**src/rtl/bus_pkg.sv**
```systemverilog
// Shared types for the memory bus arbiter: FSM state encoding, transfer
// size codes and the latched bus request record.
package bus_pkg;

    // Widths of the latched request record; the arbiter is built for these.
    localparam int BUS_ADDR_W = 32;
    localparam int BUS_DATA_W = 32;

    // Transfer size codes carried on bus_size / data_size.
    localparam logic [1:0] SIZE_BYTE = 2'd0;
    localparam logic [1:0] SIZE_HALF = 2'd1;
    localparam logic [1:0] SIZE_WORD = 2'd2;

    // Arbiter states: idle, then address and data phase for each requester.
    typedef enum logic [2:0] {
        ST_IDLE   = 3'd0,
        ST_I_ADDR = 3'd1,
        ST_I_DATA = 3'd2,
        ST_D_ADDR = 3'd3,
        ST_D_DATA = 3'd4
    } state_t;

    // Request fields captured at grant time and held on the bus.
    typedef struct packed {
        logic                  wr;
        logic [1:0]            size;
        logic [BUS_ADDR_W-1:0] addr;
        logic [BUS_DATA_W-1:0] wdata;
    } bus_req_t;

endpackage

```
**src/rtl/mem_bus_arbiter.sv**
```systemverilog
// Shares one SRAM-like bus between instruction fetch and data access.
// Fixed priority data over inst, one outstanding transaction, and squashed
// fetches are drained off the bus without being delivered to IF.
module mem_bus_arbiter
    import bus_pkg::*;
#(
    parameter int ADDR_W = BUS_ADDR_W,
    parameter int DATA_W = BUS_DATA_W
) (
    input  logic              clk,
    input  logic              rst,
    input  logic              flush,
    input  logic              inst_req,
    input  logic [ADDR_W-1:0] inst_addr,
    output logic [DATA_W-1:0] inst_rdata,
    output logic              inst_rvalid,
    output logic              stallreq_from_if,
    input  logic              data_req,
    input  logic              data_wr,
    input  logic [1:0]        data_size,
    input  logic [ADDR_W-1:0] data_addr,
    input  logic [DATA_W-1:0] data_wdata,
    output logic [DATA_W-1:0] data_rdata,
    output logic              data_rvalid,
    output logic              stallreq_from_mem,
    output logic              bus_req,
    output logic              bus_wr,
    output logic [1:0]        bus_size,
    output logic [ADDR_W-1:0] bus_addr,
    output logic [DATA_W-1:0] bus_wdata,
    input  logic              bus_addr_ok,
    input  logic              bus_data_ok,
    input  logic [DATA_W-1:0] bus_rdata
);

    // The latched request record is sized by the package widths.
    if (ADDR_W != BUS_ADDR_W || DATA_W != BUS_DATA_W) begin : g_width_check
        $error("mem_bus_arbiter: ADDR_W/DATA_W must match bus_pkg widths");
    end

    state_t            state_reg, state_next;
    bus_req_t          req_reg, req_next;
    logic              discard_reg, discard_next;
    logic [DATA_W-1:0] inst_rdata_reg, inst_rdata_next;
    logic [DATA_W-1:0] data_rdata_reg, data_rdata_next;
    logic              inst_rvalid_reg, inst_rvalid_next;
    logic              data_rvalid_reg, data_rvalid_next;

    // State and latch registers; reset abandons any transaction in flight.
    always_ff @(posedge clk) begin
        if (rst) begin
            state_reg       <= ST_IDLE;
            req_reg         <= '0;
            discard_reg     <= 1'b0;
            inst_rdata_reg  <= '0;
            data_rdata_reg  <= '0;
            inst_rvalid_reg <= 1'b0;
            data_rvalid_reg <= 1'b0;
        end else begin
            state_reg       <= state_next;
            req_reg         <= req_next;
            discard_reg     <= discard_next;
            inst_rdata_reg  <= inst_rdata_next;
            data_rdata_reg  <= data_rdata_next;
            inst_rvalid_reg <= inst_rvalid_next;
            data_rvalid_reg <= data_rvalid_next;
        end
    end

    // Arbitration, bus handshake sequencing and completion bookkeeping.
    always_comb begin
        state_next       = state_reg;
        req_next         = req_reg;
        discard_next     = discard_reg;
        inst_rdata_next  = inst_rdata_reg;
        data_rdata_next  = data_rdata_reg;
        inst_rvalid_next = 1'b0;
        data_rvalid_next = 1'b0;

        case (state_reg)
            ST_IDLE: begin
                discard_next = 1'b0;
                // A requester whose rvalid is high this cycle is finishing,
                // not asking again, so it is not re-accepted.
                if (data_req && !data_rvalid_reg) begin
                    req_next   = '{wr: data_wr, size: data_size,
                                   addr: data_addr, wdata: data_wdata};
                    state_next = ST_D_ADDR;
                end else if (inst_req && !inst_rvalid_reg && !flush) begin
                    req_next   = '{wr: 1'b0, size: SIZE_WORD,
                                   addr: inst_addr, wdata: '0};
                    state_next = ST_I_ADDR;
                end
            end
            ST_I_ADDR: begin
                // The fetch cannot be withdrawn before addr_ok; mark it dead.
                if (flush) discard_next = 1'b1;
                if (bus_addr_ok) state_next = ST_I_DATA;
            end
            ST_I_DATA: begin
                if (flush) discard_next = 1'b1;
                if (bus_data_ok) begin
                    if (!(discard_reg || flush)) begin
                        inst_rdata_next  = bus_rdata;
                        inst_rvalid_next = 1'b1;
                    end
                    discard_next = 1'b0;
                    state_next   = ST_IDLE;
                end
            end
            ST_D_ADDR: begin
                if (bus_addr_ok) state_next = ST_D_DATA;
            end
            ST_D_DATA: begin
                if (bus_data_ok) begin
                    // Writes complete with a pulse but leave read data alone.
                    if (!req_reg.wr) data_rdata_next = bus_rdata;
                    data_rvalid_next = 1'b1;
                    state_next       = ST_IDLE;
                end
            end
            default: begin
                state_next   = ST_IDLE;
                discard_next = 1'b0;
            end
        endcase
    end

    assign bus_req   = (state_reg == ST_I_ADDR) || (state_reg == ST_D_ADDR);
    assign bus_wr    = req_reg.wr;
    assign bus_size  = req_reg.size;
    assign bus_addr  = req_reg.addr;
    assign bus_wdata = req_reg.wdata;

    assign inst_rdata  = inst_rdata_reg;
    assign inst_rvalid = inst_rvalid_reg;
    assign data_rdata  = data_rdata_reg;
    assign data_rvalid = data_rvalid_reg;

    // IF keeps stalling while a squashed fetch is still draining off the bus.
    assign stallreq_from_if  = (inst_req && !inst_rvalid_reg) ||
                               (((state_reg == ST_I_ADDR) || (state_reg == ST_I_DATA))
                                && discard_reg);
    assign stallreq_from_mem = data_req && !data_rvalid_reg;

endmodule

```
**config.mk**
```make
export PLATFORM = sky130hd
export DESIGN_NAME = mem_bus_arbiter
export DESIGN_NICKNAME = d
export VERILOG_FILES = /design/src/rtl/bus_pkg.sv /design/src/rtl/mem_bus_arbiter.sv
export SDC_FILE = /design/constraint.sdc
export NUM_CORES = 1
export LEC_CHECK = 0
export BUFFER_PORTS_ARGS = -buffer_cell sky130_fd_sc_hd__clkbuf_2
export CAP_MARGIN = 5
export CORE_MARGIN = 8
export CORE_UTILIZATION = 48
export CTS_CLUSTER_SIZE = 25
export DETAILED_ROUTE_END_ITERATION = 12
export PLACE_DENSITY = 0.95
export SETUP_SLACK_MARGIN = 0.02
export SYNTH_ARGS = -nofsm -noshare
export SYNTH_HDL_FRONTEND = slang
export SYNTH_SLANG_ARGS = --single-unit
```
**constraint.sdc**
```tcl
create_clock -name clk -period 2.8 [get_ports clk]
set_input_delay 0.42 -clock clk [delete_from_list [all_inputs] [get_ports clk]]
set_output_delay 0.42 -clock clk [all_outputs]
set_load 0.01 [all_outputs]
```
# After elaboration in Yosys (flattened, before gate mapping)
# Cells that the tools add are included.
[totals] register_bits=137 inputBits=138 wordCells=57
[op_classes] n_reduce_logical=21 n_mux=13 eq_ne=8 n_bitwise=5
[op_table] op="67-bit two-way mux" count=2
[op_table] op="3-bit two-way mux" count=5
[op_table] op="3-bit one-hot mux with 4 select lines" count=1
[op_table] op="3-bit by 2-bit equality test with 1-bit output (second input constant)" count=2
[op_table] op="3-bit AND reduction" count=2
[op_table] op="2-bit OR reduction" count=3
[op_table] op="1-bit inverter" count=5
[op_table] op="1-bit logical AND" count=4
[op_table] op="1-bit logical OR" count=4
[op_table] op="1-bit two-way mux" count=4
[op_table] op="2-bit inequality test (second input constant)" count=2
[op_table] op="4-bit AND reduction" count=1
[op_table] op="3-bit by 1-bit equality test with 1-bit output (second input constant)" count=1
[op_table] op="3-bit equality test (second input constant)" count=1
[op_table] op="1-bit logical NOT" count=3
[op_table] op="3-bit logical NOT" count=1
[op_table] op="3-bit inequality test (second input constant)" count=1
[op_table] op="1-bit one-hot mux with 3 select lines" count=1
[op_table] op="3-bit OR reduction" count=1
[op_table] op="2-bit by 1-bit inequality test with 1-bit output (second input constant)" count=1
[op_table] op="2-bit AND reduction" count=1
[op_table] op="2-bit nonzero test" count=1

# Longest topological paths before layout
# Gate-level depths: netlist of the first run.
[depth] word_depth=6 depth_mapped=8 depth_no_buf=5

# Worst setup path before layout of the first run
# No wires, ideal clock.
[synth_path] path_type="input -> register" from="in flush" to="reg req_reg, in the netlist bus_wdata[27]" setup_time_ns=0.128 path_buffers=2 t_arrival_ns=1.571 cell_stages=6 setup_slack_ns=1.101 required_time_ns=2.672 cell_sequence="or3b_1 > a21bo_2 > buf_2 > buf_2 > a22oi_1 > nor2_1"
[synth_via] elab_chain_len=4
[synth_lines] item="start, declared" line_no="mem_bus_arbiter.sv:12" rtl="input logic flush,"
[synth_lines] item="1-bit logical NOT" line_no="mem_bus_arbiter.sv:89" rtl="end else if (inst_req && !inst_rvalid_reg && !flush) begin"
[synth_lines] item="1-bit logical AND" line_no="mem_bus_arbiter.sv:89"
[synth_lines] item="2-bit nonzero test (no source line)"
[synth_lines] item="2-bit AND reduction (no source line)"
[synth_lines] item="end signal, assigned" line_no="mem_bus_arbiter.sv:61" rtl="req_reg <= req_next;"
[synth_lines] item="end, declared" line_no="mem_bus_arbiter.sv:42" rtl="bus_req_t req_reg, req_next;"
# No other way between the ends.
# A chain may end at the register's enable or synchronous reset.

# Worst setup path in the final report of the first run
[layout_path] from="reg data_rvalid_reg (netlist: data_rvalid)" to="out stallreq_from_mem"
[layout_via] elab_chain_len=2
[layout_lines] item="start, declared" line_no="mem_bus_arbiter.sv:47" rtl="logic data_rvalid_reg, data_rvalid_next;"
[layout_lines] item="start signal, assigned" line_no="mem_bus_arbiter.sv:66" rtl="data_rvalid_reg <= data_rvalid_next;"
[layout_lines] item="1-bit logical NOT" line_no="mem_bus_arbiter.sv:144" rtl="assign stallreq_from_mem = data_req && !data_rvalid_reg;"
[layout_lines] item="1-bit logical AND" line_no="mem_bus_arbiter.sv:144"
[layout_lines] item="end, declared" line_no="mem_bus_arbiter.sv:25" rtl="output logic stallreq_from_mem,"
# No other way between the ends.

==> summary.md, run 1 <==
| Metric | Value |
|---|---|
| P&R area growth vs syn | 39.6% |
| Final Setup Violations | 0 |
| Maximum vdd ir drop | 0.512 mV |
| Gates resized, CTS repair | 0 |
| Total negative slack | 0 ns |
| Pin count of the biggest net entering global routing | 67 |
| Leak | 0.00327 uW |
| Router iterations before antenna repair | 6 |
| Final WL | between 15000 and 20000 um |
| Multi-input logic area | between 2000 and 2500 um^2 |
| # fillers | approximately 900 |
| Row count | 38 |
| Vias per inst | 5.18 |
| Non-Filler Instances | 1027 |
| Initial core utilization | 48.3% |
| Synth top area share | 53.3% |
| Cell variety after synth | 32 |
| Synthesized net count | 763 |
| Final Util | 67.5% |
| FMAX | 454 MHz |
| Synth area leaders | dfxtp_1 53%, nand2_1 14%, a21oi_1 6.5% |
| Drt first-iter violations | ~450 |
| Skew final | roughly 0.0086 ns |
| Initial antenna violation count | 0 |
| Sink Count | 137 |
| Status | complete, no violations |
| Die area | 14300 um^2 |
| Startpoint Class | flop |
| Crit-path max FO | 33 |
| Async SR Flop Fraction | 0% |
| FF-to-FF setup slack | approximately 0.9 ns |
| Crit path cell chain | nand2b_1, clkinv_1, buf_4, clkbuf_2 |
| Clock period minus worst slack | approximately 2.2 ns |
| Area of the core | 10700 um^2 |
| Cts bufs inserted | 17 |
| Worst skew pair latency | ~0.51 ns |
| Root Buffer | clkbuf_8 |
| # Post-CTS Setup Buffers | 0 |
| Unrepaired setup endpoints after global routing | no |
| CP Data Arrival Time | 1.78 ns |
| Worst Setup End Kind | primary output |
| Synthesis Warnings | 0 |
| TritonCTS clock tree | built |
| Die Wd | 120 um |
| Synthesized cell area | 5150 um^2 |
| DR WL/cell | 16.6 um |
| Fin. Hold Viols | 0 |
| #FFs+latches synth | 137 |
| GRT Overall Usage | a little under a quarter |
| CP Data Required Time | about 2.4 ns |
| Pwr/cell area | approximately 770 nW/um^2 |
| Vias | 5317 |
| RePlAce Congestion | 0.773 |
| Register Area | 2740 um^2 |
| Rel. slew slack | a little under three fifths |
| Vias in the first global route | between 5k and 6k |
| Worst-Margin Slew | 0.666 ns |
| First-pass GRT wire length | 26900 um |
| Post-Syn Area per Cell | 8.24 um^2 |
| Mapped Cells | 625 |
| Total number of H-tree levels | 4 |
| Max Cap Viol | 0 |
| Hold Slack | 0.138 ns |
| IO buf count | 273 |
| Number of flops mapped to enable cells by yosys | 0 |
| Worst-path clk slew | 0.06 ns |
| Pwr Total | 5520 uW |
| Sequential-to-total area share from yosys stat | 53.3% |
| Die Y | roughly 120 um |
| # hold bufs at CTS | 0 |
| Critical path class | reg -> out |
| Final net count | 1012 |
| Final worst path period share | between 70% and 80% |
| Dpl hpwl | 12300 um |
| CTS Buffer Depth | 2 |
| Final ANT Viol Nets | 0 |
| Residual DRC | 0 |
| Most used DFF post-synth | dfxtp_1 |
| Layout cells sized above 1 | 36.9% |
| Critical-path top delay cell | buf_4 |
| Post-placement cell count | 995 |
| Antenna cells | 0 |
| Grt ovf | 0 |
| Slew Limit Fails | 0 |
| Worst path max stage delay | roughly 0.34 ns |
| Synth area leader | dfxtp_1 |
| Ports | around 270 |
| Class of the worst hold path | in -> reg |
[cells in the mapped netlist, types with 2 or more instances]
master / instances
a311oi_1: 24
nor3_1: 6
nor2b_1: 3
and4b_1: 2
nand3_1: 3
inv_1: 3
buf_1: 2
a22oi_1: 36
buf_6: 2
buf_2: 16
xnor2_1: 2
nor2_1: 71
nand2_1: 192
a311oi_2: 8
clkbuf_1: 34
nand2b_1: 2
a21oi_1: 67
dfxtp_1: 137
o21ai_0: 2
[layer usage]
metal / wire length, um / vias to the layer above / track usage (%)
met4: 410 / 0 / 9.06
met1: 6580 / 2448 / 25.0
li1: - / 2611 / -
met3: 1320 / 33 / 8.92
met5: 0 / - / 0
met2: 8680 / 225 / 40.2
[critical path, delay by kind of cell, from the launching register on]
kind | cells | cell delay, ns
flops | 1 | 0.33
simple gates | 1 | 0.27
buf+inv | 3 | 0.66
[per-stage QoR]
step           instance area, um^2  setup slack, ns
2_1_floorplan                 5150             1.10
3_3_place_gp                  6570            0.920
3_5_place_dp                  6570            0.832
4_1_cts                       7190            0.562
5_1_grt                       7190            0.448
6_report                      7190            0.599
[report_power, final]
group	internal, uW	total, uW	switching (uW)
Clock	1440	2290	857
Sequential	2130	2240	115
Combinational	402	980	578
[worst paths after layout]
kind	from	cells after the start	to
worst max-delay path	data_rvalid	4	stallreq_from_mem
worst min-delay path	bus_rdata[25]	3	inst_rdata[25]
worst max register to register	state_reg[2]	5	bus_addr[13]
worst min register to register	inst_rdata[24]	2	inst_rdata[24]
[cells by family (layout without fill, tap and decap cells)]
logic type      after synthesis  count (layout)  share of synthesized area (%)
xor+xnor                      2               2                          0.340
buf+inv                      58             320                           4.91
simple gates                286             286                           22.2
flops                       137             137                           53.3
mux                           1               1                          0.194
compound gates              141             141                           19.1
[final cells by class]
| cell class | count | share of cell area [%] |
|---|---|---|
| timing repair buffer | 284 | 20.5 |
| sequential | 137 | 38.1 |
| tap | 140 | 2.44 |
| clock buffer | 20 | 6.33 |
| multi-input combinational | 430 | 30.1 |
| inverter | 4 | 0.209 |
| clock inverter | 12 | 2.28 |
[cell usage in the layout (no fill, tap or decap), types with 6 or more instances in the layout]
master     count
nor2_1        71
a21oi_1       67
buf_4         10
a311oi_2       8
a311oi_1      24
a22oi_1       36
clkbuf_16     16
dfxtp_1      137
nand2_1      192
clkbuf_2     272
nor3_1         6
No activity file was read; power rests on OpenSTA's default activity.
==> run 2: changes to the inputs <==
- CORE_UTILIZATION: 48 -> 45
- PLACE_DENSITY: 0.95 -> 0.9
- clock period: 2.8 -> 2.3 ns (I/O delays scaled with it)
==> run 2 against run 1 <==
Compared with the run above: worst setup slack lost 0.25 ns; total power increased by 24%; count of clock-buffer cells in the layout increased by 1; critical path type unchanged.
==> summary.md, run 2 (synthesis results as in run 1) <==
| Metric | Value |
|---|---|
| Status | complete, no violations |
| Area of the core | 11300 um^2 (+5.8%) |
| Pin count of the biggest net entering global routing | 67 (unchanged) |
| Leak | 0.00329 uW (+0.58%) |
| Min-Delay Endpoint | data_rdata[6] |
| Maximum vdd ir drop | 0.696 mV (+36%) |
| Residual DRC | 0 (unchanged) |
| Commonest non-fill, non-tap cells in the layout | 272 x clkbuf_2, 192 x nand2_1, 137 x dfxtp_1 |
| Vias per inst | 5.09 (-1.6%) |
| Final instance area | 7230 um^2 (+0.54%) |
| # fillers | 966 (+7.1%) |
| Class of the worst hold path | in -> reg |
| Ports | 274 (unchanged) |
| Drt first-iter violations | 350 (-21%) |
| Crit Reg-Reg Startpoint | state_reg[2] |
| Worst-path clk slew | 0.06 ns (about the same) |
| Die area | 15100 um^2 (+5.8%) |
| Layout cells sized above 1 | 36.6% (-0.26 points) |
| Clock period minus worst slack | 1.95 ns |
| Post-placement cell count | 997 (+0.20%) |
| Hold Path Stages | 3 (unchanged) |
| Fin. Hold Viols | 0 (unchanged) |
| Worst skew pair latency | 0.41 ns (-0.10 ns) |
| Pwr Total | 6820 uW (+24%) |
| Root Buffer | clkbuf_16 |
| Multi-input logic area | 2160 um^2 (unchanged) |
| Pwr/cell area | 943 nW/um^2 (+23%) |
| Area post-placement | 6590 um^2 (+0.32%) |
| P&R area growth vs syn | 40.4% |
| # hold bufs at CTS | 0 (unchanged) |
| Crit path cell chain | nand2b_1, clkinv_1, buf_4, clkbuf_2 |
| Unrepaired setup endpoints after global routing | no |
| Register Area | 2740 um^2 (unchanged) |
| CP Buf/Inv Count | 3 (unchanged) |
| Critical-path top delay cell | buf_4 |
| Reg2Reg Depth | 5 (unchanged) |
| Cts bufs inserted | 17 (unchanged) |
| Final WL | 16500 um (-3.1%) |
| Rel. slew slack | 58.5% (+2.9 points) |
| Die Wd | 123 um (+2.8%) |
| Gates resized, CTS repair | 0 (unchanged) |
| Grt ovf | 0 (unchanged) |
| Vias | 5236 (-1.5%) |
| FMAX | 512 MHz |
| Dpl hpwl | 11900 um (-3.4%) |
| Total negative slack | 0 ns (unchanged) |
| Reg2reg end | bus_addr[21] |
| Worst Setup End Kind | primary output |
| Final net count | 1011 (-0.099%) |
| Final ANT Viol Nets | 0 (unchanged) |
| Router iterations before antenna repair | 7 (+1) |
| Non-Filler Instances | 1028 (+0.097%) |
| Skew final | 0.00651 ns (-0.00210 ns) |
| Hold Slack | 0.170 ns (+0.0322 ns) |
| Startpoint Class | flop |
| # Post-CTS Setup Buffers | 0 (unchanged) |
| CTS Buffer Depth | 2 (unchanged) |
| Critical path's top delay family | buffers and inverters |
| Final Setup Violations | 0 (unchanged) |
| CP Depth | 4 (unchanged) |
| CP Data Arrival Time | 1.61 ns (-0.17 ns) |
| DR WL/cell | 16.0 um (-3.2%) |
| Antenna cells | 0 (unchanged) |
| Worst-Margin Slew | 0.622 ns (-0.0439 ns) |
| Sink Count | 137 (unchanged) |
| FF-to-FF setup slack | 0.36 ns (-0.55 ns) |
| IO buf count | 273 (unchanged) |
| Critical path class | reg -> out |
| Final worst path period share | 84.9% |
| Initial core utilization | 45.7% (-2.7 points) |
| Worst path max stage delay | 0.33 ns (about the same) |
| Vias in the first global route | 5211 (-2.1%) |
| CP Data Required Time | 1.96 ns (-0.42 ns) |
| RePlAce Congestion | 0.762 (-1.5%) |
| Setup crit start | data_rvalid |
| First-pass GRT wire length | 25300 um (-5.7%) |
| Worst hold start | bus_rdata[6] |
| Most common cell after layout, fill and taps aside | clkbuf_2 |
| Slew Limit Fails | 0 (unchanged) |
| GRT Overall Usage | 21.1% (-2.1 points) |
| TritonCTS clock tree | built |
| Total number of H-tree levels | 4 (unchanged) |
| Max Cap Viol | 0 (unchanged) |
| Die Y | 123 um (+2.8%) |
| Row count | 39 (+2.6%) |
| Initial antenna violation count | 0 (unchanged) |
| Crit-path max FO | 34 (+3.0%) |
## run 2: cell type report
class                   count  share of cell area [%]
clock buffers              21                    6.51
clock inverters            10                    2.30
inverters                   4                   0.208
multi-input cells         430                    29.9
flip-flops and latches    137                    37.9
well taps                 143                    2.48
repair buffers            283                    20.7
## run 2: worst max-delay path by stage
stage,endpoint
after detailed placement,bus_addr[16]
after global routing,stallreq_from_mem
after CTS,stallreq_from_mem
after global placement,bus_addr[25]
after floorplan,bus_wdata[27]
final,stallreq_from_mem
## run 2: layer usage
layer | global-route usage (%) | wire length, um | vias up
li1 | - | - | 2608
met5 | 0 | 0 | -
met3 | 7.58 | 1540 | 27
met4 | 9.22 | 359 | 0
met2 | 36.9 | 8400 | 199
met1 | 22.5 | 6170 | 2402
## run 2: power breakdown
group / total, uW / internal, uW / leakage, uW / switching [uW]
Sequential: 2730 / 2590 / 0.00112 / 141
Clock: 2900 / 1900 / 0.000306 / 999
Combinational: 1190 / 499 / 0.00187 / 690
Total: 6820 / 4990 / 0.00329 / 1830
## run 2: worst reg2reg max path: stages (launching register included)
cell and delay (ns):
dfxtp_1 0.44, nor3_1 0.46, a21boi_4 0.27, buf_12 0.28, nor2_1 0.13, a311oi_2 0.26
## run 2: stage by stage
stage                     setup WS [ns]  utilization (%)
after floorplan                   0.676                -
after global placement            0.513             58.5
after detailed placement          0.452             58.5
after CTS                         0.295             64.1
after global routing              0.233             64.1
final                             0.346             64.1
